--- src/rtl/hilo_muldiv_unit.sv ---
// HI/LO register pair with an iterative radix-2 multiply/divide engine.
// One shift-add (multiply) or restoring shift-subtract (divide) step per
// cycle, then a single fix-up cycle for sign correction and the HI/LO write.
module hilo_muldiv_unit #(
    parameter int WIDTH = 32,
    parameter int CNT_W = $clog2(WIDTH) + 1
) (
    input  logic             clk,
    input  logic             rst,
    input  logic             op_valid,
    input  logic [2:0]       op_code,
    input  logic [WIDTH-1:0] src_a,
    input  logic [WIDTH-1:0] src_b,
    input  logic             flush,
    output logic             busy,
    output logic             done,
    output logic [WIDTH-1:0] hi,
    output logic [WIDTH-1:0] lo
);

    // state | meaning
    // IDLE  | waiting for a request; MTHI/MTLO complete here
    // RUN   | one radix-2 mul/div step per cycle, WIDTH steps
    // FIX   | sign-correct result and write HI/LO
    typedef enum logic [1:0] {
        IDLE = 2'd0,
        RUN  = 2'd1,
        FIX  = 2'd2
    } state_t;

    localparam logic [2:0] OP_MTHI = 3'd4;
    localparam logic [2:0] OP_MTLO = 3'd5;

    state_t               state_q, state_d;
    logic [CNT_W-1:0]     cnt_q, cnt_d;
    // Multiply: {partial upper, multiplier shifting out}.
    // Divide:   {remainder, dividend shifting out / quotient shifting in}.
    logic [2*WIDTH-1:0]   acc_q, acc_d;
    logic [WIDTH-1:0]     m_q, m_d;          // multiplicand or divisor magnitude
    logic                 is_div_q, is_div_d;
    logic                 neg_q, neg_d;      // negate product / quotient
    logic                 neg_rem_q, neg_rem_d;
    logic                 div0_q, div0_d;
    logic [WIDTH-1:0]     hi_q, hi_d;
    logic [WIDTH-1:0]     lo_q, lo_d;
    logic                 done_q, done_d;

    logic                 signed_op;
    logic [WIDTH-1:0]     a_abs, b_abs;
    logic [WIDTH:0]       mul_sum;
    logic [WIDTH:0]       div_shift;
    logic [WIDTH:0]       div_diff;
    logic [2*WIDTH-1:0]   prod_fix;
    logic [WIDTH-1:0]     quo_fix, rem_fix;

    assign busy = (state_q != IDLE);
    assign done = done_q;
    assign hi   = hi_q;
    assign lo   = lo_q;

    // Operand conditioning, per-step datapath and result sign fix-up.
    always_comb begin
        signed_op = ~op_code[0];
        a_abs     = (signed_op && src_a[WIDTH-1]) ? (WIDTH'(0) - src_a) : src_a;
        b_abs     = (signed_op && src_b[WIDTH-1]) ? (WIDTH'(0) - src_b) : src_b;
        mul_sum   = {1'b0, acc_q[2*WIDTH-1:WIDTH]} + (acc_q[0] ? {1'b0, m_q} : {(WIDTH+1){1'b0}});
        div_shift = acc_q[2*WIDTH-1:WIDTH-1];
        div_diff  = div_shift - {1'b0, m_q};
        prod_fix  = neg_q ? ((2*WIDTH)'(0) - acc_q) : acc_q;
        quo_fix   = div0_q ? {WIDTH{1'b1}}
                  : (neg_q ? (WIDTH'(0) - acc_q[WIDTH-1:0]) : acc_q[WIDTH-1:0]);
        rem_fix   = neg_rem_q ? (WIDTH'(0) - acc_q[2*WIDTH-1:WIDTH]) : acc_q[2*WIDTH-1:WIDTH];
    end

    // Controller next-state and register updates.
    always_comb begin
        state_d   = state_q;
        cnt_d     = cnt_q;
        acc_d     = acc_q;
        m_d       = m_q;
        is_div_d  = is_div_q;
        neg_d     = neg_q;
        neg_rem_d = neg_rem_q;
        div0_d    = div0_q;
        hi_d      = hi_q;
        lo_d      = lo_q;
        done_d    = 1'b0;
        case (state_q)
            IDLE: begin
                if (op_valid && !flush) begin
                    if (!op_code[2]) begin
                        is_div_d  = op_code[1];
                        acc_d     = {{WIDTH{1'b0}}, (op_code[1] ? a_abs : b_abs)};
                        m_d       = op_code[1] ? b_abs : a_abs;
                        neg_d     = signed_op & (src_a[WIDTH-1] ^ src_b[WIDTH-1]);
                        neg_rem_d = signed_op & src_a[WIDTH-1];
                        div0_d    = op_code[1] & (src_b == '0);
                        cnt_d     = '0;
                        state_d   = RUN;
                    end else if (op_code == OP_MTHI) begin
                        hi_d = src_a;
                    end else if (op_code == OP_MTLO) begin
                        lo_d = src_a;
                    end
                end
            end
            RUN: begin
                if (flush) begin
                    state_d = IDLE;
                end else begin
                    if (is_div_q) begin
                        if (!div_diff[WIDTH])
                            acc_d = {div_diff[WIDTH-1:0], acc_q[WIDTH-2:0], 1'b1};
                        else
                            acc_d = {div_shift[WIDTH-1:0], acc_q[WIDTH-2:0], 1'b0};
                    end else begin
                        acc_d = {mul_sum, acc_q[WIDTH-1:1]};
                    end
                    cnt_d = cnt_q + 1'b1;
                    if (cnt_q == CNT_W'(WIDTH - 1))
                        state_d = FIX;
                end
            end
            FIX: begin
                state_d = IDLE;
                if (!flush) begin
                    done_d = 1'b1;
                    if (is_div_q) begin
                        hi_d = rem_fix;
                        lo_d = quo_fix;
                    end else begin
                        hi_d = prod_fix[2*WIDTH-1:WIDTH];
                        lo_d = prod_fix[WIDTH-1:0];
                    end
                end
            end
            default: state_d = IDLE;
        endcase
    end

    // State and datapath registers.
    always_ff @(posedge clk or negedge rst) begin
        if (!rst) begin
            state_q   <= IDLE;
            cnt_q     <= '0;
            acc_q     <= '0;
            m_q       <= '0;
            is_div_q  <= 1'b0;
            neg_q     <= 1'b0;
            neg_rem_q <= 1'b0;
            div0_q    <= 1'b0;
            hi_q      <= '0;
            lo_q      <= '0;
            done_q    <= 1'b0;
        end else begin
            state_q   <= state_d;
            cnt_q     <= cnt_d;
            acc_q     <= acc_d;
            m_q       <= m_d;
            is_div_q  <= is_div_d;
            neg_q     <= neg_d;
            neg_rem_q <= neg_rem_d;
            div0_q    <= div0_d;
            hi_q      <= hi_d;
            lo_q      <= lo_d;
            done_q    <= done_d;
        end
    end

endmodule

--- config.mk ---
export PLATFORM = sky130hd
export DESIGN_NAME = hilo_muldiv_unit
export DESIGN_NICKNAME = d
export VERILOG_FILES = /design/src/rtl/hilo_muldiv_unit.sv
export SDC_FILE = /design/constraint.sdc
export NUM_CORES = 1
export LEC_CHECK = 0
export CAP_MARGIN = 40
export CELL_PAD_IN_SITES_DETAIL_PLACEMENT = 1
export CELL_PAD_IN_SITES_GLOBAL_PLACEMENT = 1
export CORE_ASPECT_RATIO = 0.6
export CORE_UTILIZATION = 25
export CTS_BUF_LIST = sky130_fd_sc_hd__clkbuf_2 sky130_fd_sc_hd__clkbuf_4 sky130_fd_sc_hd__clkbuf_8
export DETAILED_ROUTE_END_ITERATION = 7
export GPL_TIMING_DRIVEN = 1
export PLACE_DENSITY = 0.54
export SYNTH_ARGS = -nofsm -noshare
export SYNTH_HDL_FRONTEND = slang
export SYNTH_SLANG_ARGS = --single-unit
--- constraint.sdc ---
create_clock -name clk -period 5.8 [get_ports clk]
set_input_delay 1.45 -clock clk [delete_from_list [all_inputs] [get_ports clk]]
set_output_delay 1.45 -clock clk [all_outputs]
set_load 0.005 [all_outputs]
==> flow_summary.toml, run 1 <==
[logic_synthesis]
synthTopCellsByCount = "nand2_1 (214), o21ai_0 (201), a21oi_1 (199)"
ys_types = 88
yosys.area.top_type_share = 0.283
synth_area_leaders = "dfrtp_1 (28%), o21ai_0 (6.6%), a21oi_1 (6.5%)"
syn_inst = 2002
synth_edf_count = 0
ys_ff_latch = 173
yosysMostFrequentCell = "nand2_1"
syn-cell-area_um2 = 15300
synth_fp_nets = 2144
seq_area_frac_synth = 0.283
yosysTopAreaCell = "dfrtp_1"
avgSynthCellArea_um2 = 7.63
ys.flop_type = "dfrtp_1"
async_flop_share = 1.00
synth_warnings = 0

[timing]
post-route-period-util = 0.806
rsz0062_at_grt = "false"
timing.final.crit_period_ns = 4.67
fin_tns_setup_ns = 0
hold_viol_final = 0
finalSetupViolCount = 0
fmax_ghz = 0.214
slew_headroom = 0.364
tightest_slew_ns = 0.943
drv_slew = 0
clock_skew_ns = 0.0325

[final_layout]
nets = 2223
multiInputGateArea_um2 = 10300
diodes = 0
area_growth_pct = 18.1
fin_cells = 2910
drive_above_1_share = 0.0649
ff_latch_area_um2 = 4330
utilization = 0.302
fillers = 7241

[worst_setup_path]
cp-start-kind = "register"
end_kind = "register"
rrSetupSlack_ns = 1.13
timing.rr.end = "acc_q[55]"
path_class = "register to register"
r2r_cells = 13
cp.arrival_ns = 5.07
endpoint = "acc_q[55]"
path_max_fanout = 26
rr_startpoint = "acc_q[0]"
worstPathRequired_ns = 6.19
startpoint = "acc_q[0]"

[placement]
placedCellCount = 2878
globalplace.congestion = 0.910
io_buffer_count = 136
dpl.hpwl_um = 59600

[power]
ir_drop_uv = 275
power_density_nw_per_um2 = 455
finalPower_mw = 8.21
leakage_nw = 7.38

[die]
std_cell_rows = 69
design.core.area_um2 = 59700
die_x_um = 321
die_y_um = 193
start_util = 0.256
io_pins = 137
die_area_um2 = 62100

[outcome]
outcome = "finished, final reports clean"

[grt]
grt_pass1_vias = 15800
grt_max_degree = 101
overflow = 0
antenna_found_initial = 1
grt_first_pass_wirelength_um = 110000
grt_usage = 0.238

[drt]
drtPass1Iterations = 5
drcViolationCount = 0
vias = 16200
post_drt_wl_per_cell_um = 25.9
routed_via_density = 5.58
detail-route-antenna-nets = 0
wirelength_um = 75300
dr.first_iter.drc_count = 1634

[clock_network]
ctsLongestPathBuffers = 2
cts_sinks = 173
post_cts.repair.setup_buffers = 0
ctsRootBufferMaster = "clkbuf_8"
cts_hold_buf = 0
insertion_delay_ns = 0.53
htree_levels = 4
cts_made_buffers = 17
cts_tree = "done"
ctsResizeCount = 0
clkTransAtPathRegs_ns = 0.13

[min_path]
hp-class = "register to register"

[job]
max_cap_viol_count = 0
## cells in the final DEF (no fill, tap or decap), types with 6 or more instances in the layout
cell type	n
nand2_1	214
o21ai_0	201
a21oi_1	199
nor2_1	192
dfrtp_1	172
clkdlybuf4s50_1	134
xnor2_1	102
ha_1	69
nand3_1	64
inv_1	60
xor2_1	60
mux2i_1	51
nor3_1	50
buf_4	49
o22ai_1	36
o31ai_1	26
a21o_1	24
or3_1	22
clkbuf_8	20
nand2b_1	18
a22oi_1	18
o211ai_1	17
a31oi_1	16
nor4_1	15
a211oi_1	15
and2_1	14
nand4_1	14
nor2b_1	14
and3_1	13
o41ai_1	13
o21a_1	12
or4_1	12
or2_2	11
o21ai_1	7
nand3b_1	6
## worst max-delay path: stages, from the launching register on
cell and delay, ns:
dfrtp_1 0.61, inv_1 0.36, buf_4 0.42, nor2_1 0.10, ha_1 0.36, or2_2 0.31
a21oi_1 0.14, a21oi_1 0.08, o211a_1 0.29, o21ai_0 0.75, nand2_1 0.30, or4_1 0.54
a32oi_1 0.21, a31oi_1 0.06
## registers in the layout (all words and copies together), names as in the netlist
| name | cells |
|---|---|
| acc_q | 64 |
| cnt_q | 6 |
| div0_q | 1 |
| done | 1 |
| hi | 32 |
| is_div_q | 1 |
| lo | 32 |
| m_q | 32 |
| neg_q | 1 |
| neg_rem_q | 1 |
| state_q | 2 |
## per-layer routing
layer | track usage | vias up | wire (µm)
li1 | - | 7385 | -
met5 | 0.0107 | - | 109
met4 | 0.0437 | 4 | 953
met1 | 0.389 | 8132 | 40000
met2 | 0.289 | 653 | 26700
met3 | 0.0749 | 56 | 7440
## logic make-up after synthesis
kind of cell               Yosys count  share of synthesized area
and+or+nand+nor                    697                      0.220
AOI/OAI and AO/OA                  657                      0.261
buffers and inverters              188                     0.0470
DFF                                173                      0.283
xor gates and xnor gates           164                     0.0945
adders and majority gates           71                     0.0591
muxes                               52                     0.0342
## how the worst min path moves through the flow
stage | from | end | slack (ns) | cells after the start
2_1_floorplan | m_q[12] | m_q[12] | 0.45 | 2
3_3_place_gp | hi[3] | hi[3] | 0.46 | 2
3_5_place_dp | hi[3] | hi[3] | 0.47 | 2
4_1_cts | hi[3] | hi[3] | 0.49 | 2
5_1_grt | hi[11] | hi[11] | 0.52 | 2
6_report | lo[26] | lo[26] | 0.49 | 2
## final cells by class
type                    count  area share
inverters                  61      0.0127
multi-input cells        1641       0.570
clock inverters            13     0.00728
flip-flops and latches    173       0.240
repair buffers            187      0.0990
clock buffers              19      0.0145
well taps                 816      0.0566
## report_power, final
part | total (mW) | leakage, nW | switching (mW) | internal [mW]
logic | 5.07 | 5.04 | 3.06 | 2.00
registers | 2.19 | 2.15 | 0.624 | 1.56
clock network | 0.960 | 0.184 | 0.587 | 0.372
total | 8.21 | 7.38 | 4.27 | 3.94
## metrics by stage
step,hold slack [ns],setup slack (ns),instance area (µm²)
2_1_floorplan,0.450,1.95,15300
3_3_place_gp,0.460,1.04,17600
3_5_place_dp,0.470,1.07,17600
4_1_cts,0.494,1.35,18000
5_1_grt,0.518,1.11,18000
6_report,0.488,1.13,18000
(Power assumes the default switching activity.)
==> inputs of run 2 (changes only) <==
Settings changed: PLACE_DENSITY 0.54 to 0.55.
Clock period 5.8 ns to 3.88 ns, I/O delays scaled along.
==> flow_summary.toml, run 2 (synthesized netlist as in run 1, its figures left out) <==
[outcome]
outcome = "finished, final reports clean"

[worst_setup_path]
r2r_cells = 15
path_max_fanout = 8
path_class = "register to register"
cp-start-kind = "register"
startpoint = "acc_q[31]"
timing.rr.end = "acc_q[36]"
rr_startpoint = "acc_q[31]"
rrSetupSlack_ns = 0.14
cp.arrival_ns = 4.14
worstPathRequired_ns = 4.28
end_kind = "register"

[die]
die_area_um2 = 62100
start_util = 0.256
io_pins = 137
std_cell_rows = 69
die_y_um = 193
design.core.area_um2 = 59700
die_x_um = 321

[grt]
grt_first_pass_wirelength_um = 113000
overflow = 0
antenna_found_initial = 4
grt_max_degree = 76
grt_pass1_vias = 16400
met3_usage = 0.0751
met2_usage = 0.297
grt_busiest_layer = "met1"
use_met1 = 0.411
grt_usage = 0.247

[drt]
wirelength_um = 77600
detail-route-antenna-nets = 0
routed_via_density = 5.48
drcViolationCount = 0
drtPass1Iterations = 7
dr.first_iter.drc_count = 1546
post_drt_wl_per_cell_um = 25.4
vias = 16800

[timing]
fmax_ghz = 0.268
fin_tns_setup_ns = 0
rsz0062_at_grt = "true"
clock_skew_ns = 0.0333
hold_viol_final = 0
timing.final.crit_period_ns = 3.74
hold_slack_ns = 0.398
finalSetupViolCount = 0
post-route-period-util = 0.963
tightest_slew_ns = 0.891
drv_slew = 0
slew_headroom = 0.406

[clock_network]
cts_tree = "done"
ctsLongestPathBuffers = 2
cts_sinks = 173
cts_hold_buf = 0
clkTransAtPathRegs_ns = 0.12
cts_made_buffers = 17
insertion_delay_ns = 0.54
ctsRootBufferMaster = "clkbuf_8"
htree_levels = 4

[final_layout]
final_area_um2 = 19200
largest_reg_flops = 64
utilization = 0.322
layout_commonest_cell = "nand2_1"
nets = 2371
layout_common_cells = "nand2_1 (214), o21ai_0 (200), a21oi_1 (199)"
regMostFlops = "acc_q"
area_growth_pct = 25.9
drive_above_1_share = 0.128

[power]
finalPower_mw = 12.9
ir_drop_uv = 237
leakage_nw = 8.13
power_density_nw_per_um2 = 673

[placement]
io_buffer_count = 136
globalplace.congestion = 0.942
post_dp_cell_area_um2 = 18800
dpl.hpwl_um = 63100

[min_path]
hp-class = "input pin to asynchronous set/reset pin"

[job]
max_cap_viol_count = 0
## run 2: area by class of cell
cell class | instances | area, µm²
diodes | 2 | 5.00
clock buffers | 19 | 262
clock inverters | 13 | 118
fillers | 7223 | 40500
inverters | 61 | 229
multi-input cells | 1641 | 10300
flip-flops and latches | 173 | 4330
well taps | 816 | 1020
repair buffers | 335 | 2990
## run 2: worst max-delay path, cell delays in order, from the launching register on
cell	delay, ns
dfrtp_1	0.40
inv_1	0.11
ha_1	0.24
fa_1	0.26
nand2b_1	0.16
a21oi_1	0.10
o21ai_1	0.44
a211oi_2	0.20
o21ai_1	0.30
a21oi_2	0.09
buf_4	0.17
buf_4	0.17
buf_4	0.17
or4b_2	0.61
nand3_1	0.10
o21ai_0	0.09
## run 2: per-stage QoR
| step | setup slack (ns) | instances |
|---|---|---|
| 2_1_floorplan | 0.454 | 2002 |
| 3_3_place_gp | -0.193 | 3024 |
| 3_5_place_dp | -0.261 | 3024 |
| 4_1_cts | 0.0514 | 3056 |
| 5_1_grt | 0.00746 | 3058 |
| 6_report | 0.144 | 3060 |
## run 2: timing repair
action                                  CTS  global route
resized for setup                         0             6
endpoints found under the setup margin    0            30
buffers inserted                          0             2
## run 2: worst max-delay path by stage
stage,endpoint,slack (ns),cells past startpoint
after floorplan,acc_q[33],0.45,15
after global placement,acc_q[28],-0.19,12
after detailed placement,acc_q[28],-0.26,12
after CTS,acc_q[35],0.05,14
after global routing,acc_q[36],0.007,15
final,acc_q[36],0.14,15
## run 2: report_power, final
group	switching [mW]	leakage (nW)	total, mW	internal [mW]
logic	5.08	5.78	8.52	3.44
clock network	0.829	0.192	1.37	0.544
registers	0.717	2.15	3.06	2.34
total	6.62	8.13	12.9	6.32
## run 2: routing by layer
metal  part of all wire  up-vias  wire [µm]
li1                   -     7685          -
met3               0.10       44       7930
met1               0.54     8369      41800
met5            0.00026        -         20
met2               0.35      667      27100
met4             0.0093        4        719
==> inputs of run 3 (changes only) <==
Settings changed: ABC_AREA from default to 1, PLACE_DENSITY 0.55 to 0.58.
==> flow_summary.toml, run 3 <==
[worst_setup_path]
crit_path_cell_trace = "inv_1 > ha_1 > nand2_1 > nand2_1 > nand2_1 > nand2_1 > inv_1 > nand2_1 > a21oi_2 > nand3_1 > nand2_4 > nand3_1 > nand3_1 > nand2_1 > nand2_1"
path_class = "register to register"
cp_common_cell = "nand2_1"
cp.arrival_ns = 3.92
end_kind = "register"
worstPathRequired_ns = 4.37
rr_startpoint = "m_q[21]"
slowest_delay_ns = 0.62
path_max_fanout = 27
path_buf_inv = 2
cp.depth = 15
slowest_stage = "dfrtp_1"
critPathTopFamily = "simple AND/OR/NAND/NOR gates"
startpoint = "m_q[21]"
cp-start-kind = "register"
r2r_cells = 15

[clock_network]
insertion_delay_ns = 0.58
cts_sinks = 173
ctsRootBufferMaster = "clkbuf_8"
cts_made_buffers = 17
ctsLongestPathBuffers = 2
post_cts.repair.setup_buffers = 0
clkTransAtPathRegs_ns = 0.14
cts_tree = "done"
cts_hold_buf = 0
ctsResizeCount = 0
htree_levels = 4

[grt]
antenna_found_initial = 7
grt_max_degree = 88
grt_usage = 0.282
grt_pass1_vias = 20900
grt_first_pass_wirelength_um = 150000
overflow = 0

[timing]
finalSetupViolCount = 0
drv_slew = 0
rsz0062_at_grt = "false"
post-route-period-util = 0.882
tightest_slew_ns = 1.03
slew_headroom = 0.313
fmax_ghz = 0.292
clock_skew_ns = 0.0314
fin_tns_setup_ns = 0
hold_viol_final = 0
timing.final.crit_period_ns = 3.42
fin_ws_ns = 0.456

[logic_synthesis]
synth_edf_count = 0
synth_fp_nets = 3311
synth_warnings = 0
ys_types = 52
avgSynthCellArea_um2 = 5.79
ys.flop_type = "dfrtp_1"
yosysMostFrequentCell = "nand2_1"
syn_inst = 3169
seq_area_frac_synth = 0.236
ys_ff_latch = 173
async_flop_share = 1.00
synth_area_leaders = "dfrtp_1 (24%), nand2_1 (20%), inv_1 (9.0%)"
synthTopCellsByCount = "nand2_1 (971), inv_1 (438), nor2_1 (390)"
syn-cell-area_um2 = 18400
yosysTopAreaCell = "dfrtp_1"
yosys.area.top_type_share = 0.236

[drt]
routed_via_density = 5.24
drtPass1Iterations = 6
detail-route-antenna-nets = 0
dr.first_iter.drc_count = 2744
post_drt_wl_per_cell_um = 24.5
wirelength_um = 105000
drcViolationCount = 0
vias = 22500

[job]
max_cap_viol_count = 0

[final_layout]
regMostFlops = "acc_q"
layout_common_cells = "nand2_1 (971), inv_1 (437), nor2_1 (387)"
fin_cells = 4298
layout_commonest_cell = "nand2_1"
largest_reg_flops = 64
final_area_um2 = 21700
nets = 3448
drive_above_1_share = 0.0594
area_growth_pct = 18.1

[placement]
dpl.hpwl_um = 88900
post_dp_cell_area_um2 = 21200
placedCellCount = 4261
io_buffer_count = 136
globalplace.congestion = 0.975
place_ws_ns = 0.325

[die]
die_y_um = 212
die_area_um2 = 74500
design.core.area_um2 = 72200
std_cell_rows = 76
io_pins = 137
die_x_um = 352
start_util = 0.254

[power]
power_density_nw_per_um2 = 692
ir_drop_uv = 347
swShare = 0.594
p_int_mw = 6.09
finalPower_mw = 15.0
seq_power_share = 0.225
leakage_nw = 11.0
clock_power_share = 0.097
switchingPower_mw = 8.92
p_comb_frac = 0.678

[outcome]
outcome = "finished, final reports clean"

[min_path]
hp-class = "input pin to asynchronous set/reset pin"
==> run 3: cell count changes after synthesis, sizes merged, moves of 94 or more <==
| cell | change |
|---|---|
| nand2 | +766 |
| nand3 | +260 |
| xnor2 | -94 |
| nor2 | +205 |
| inv | +389 |
==> run 3: logic make-up after synthesis <==
group,Yosys count,synth area share
fa+ha+maj,71,0.0492
simple gates,1838,0.420
compound gates,477,0.150
xor+xnor,57,0.0272
buf+inv,553,0.117
flops,173,0.236
==> run 3: power by group through the flow <==
stage          combinational, mW  clock (mW)  sequential, mW
2_1_floorplan               5.92           0            2.90
3_3_place_gp                9.69           0            3.32
3_5_place_dp                9.78           0            3.31
4_1_cts                     9.83        1.47            3.28
5_1_grt                     11.1        1.53            3.38
6_report                    10.2        1.46            3.38
==> run 3: path summary, 6_finish.rpt <==
check	end	slack [ns]
worst max-delay path	acc_q[42]	0.46
worst min-delay path	hi[30]	0.39
worst max register to register	acc_q[42]	0.46
worst min register to register	lo[16]	0.50
max in group asynchronous	acc_q[19]	2.65
min in group clk	lo[16]	0.50
==> run 3: routing by layer <==
| metal | part of all wire | routed length (µm) | track usage |
|---|---|---|---|
| met1 | 0.52 | 54800 | 0.457 |
| met2 | 0.33 | 34400 | 0.313 |
| met3 | 0.14 | 14800 | 0.134 |
| met4 | 0.0099 | 1050 | 0.0382 |
| met5 | 0.0018 | 191 | 0.0184 |
==> run 3: cell type report <==
type	count	area, µm²
inverters	450	1690
repair buffers	221	2100
well taps	975	1220
diodes	4	10.0
flip-flops and latches	173	4330
fillers	9479	50500
clock buffers	17	234
clock inverters	15	201
multi-input cells	2443	11900
==> run 3: stage by stage <==
stage	util	hold slack, ns
2_1_floorplan	-	0.464
4_1_cts	0.300	0.373
6_report	0.300	0.393
5_1_grt	0.300	0.384
3_5_place_dp	0.294	0.476
3_3_place_gp	0.293	0.474
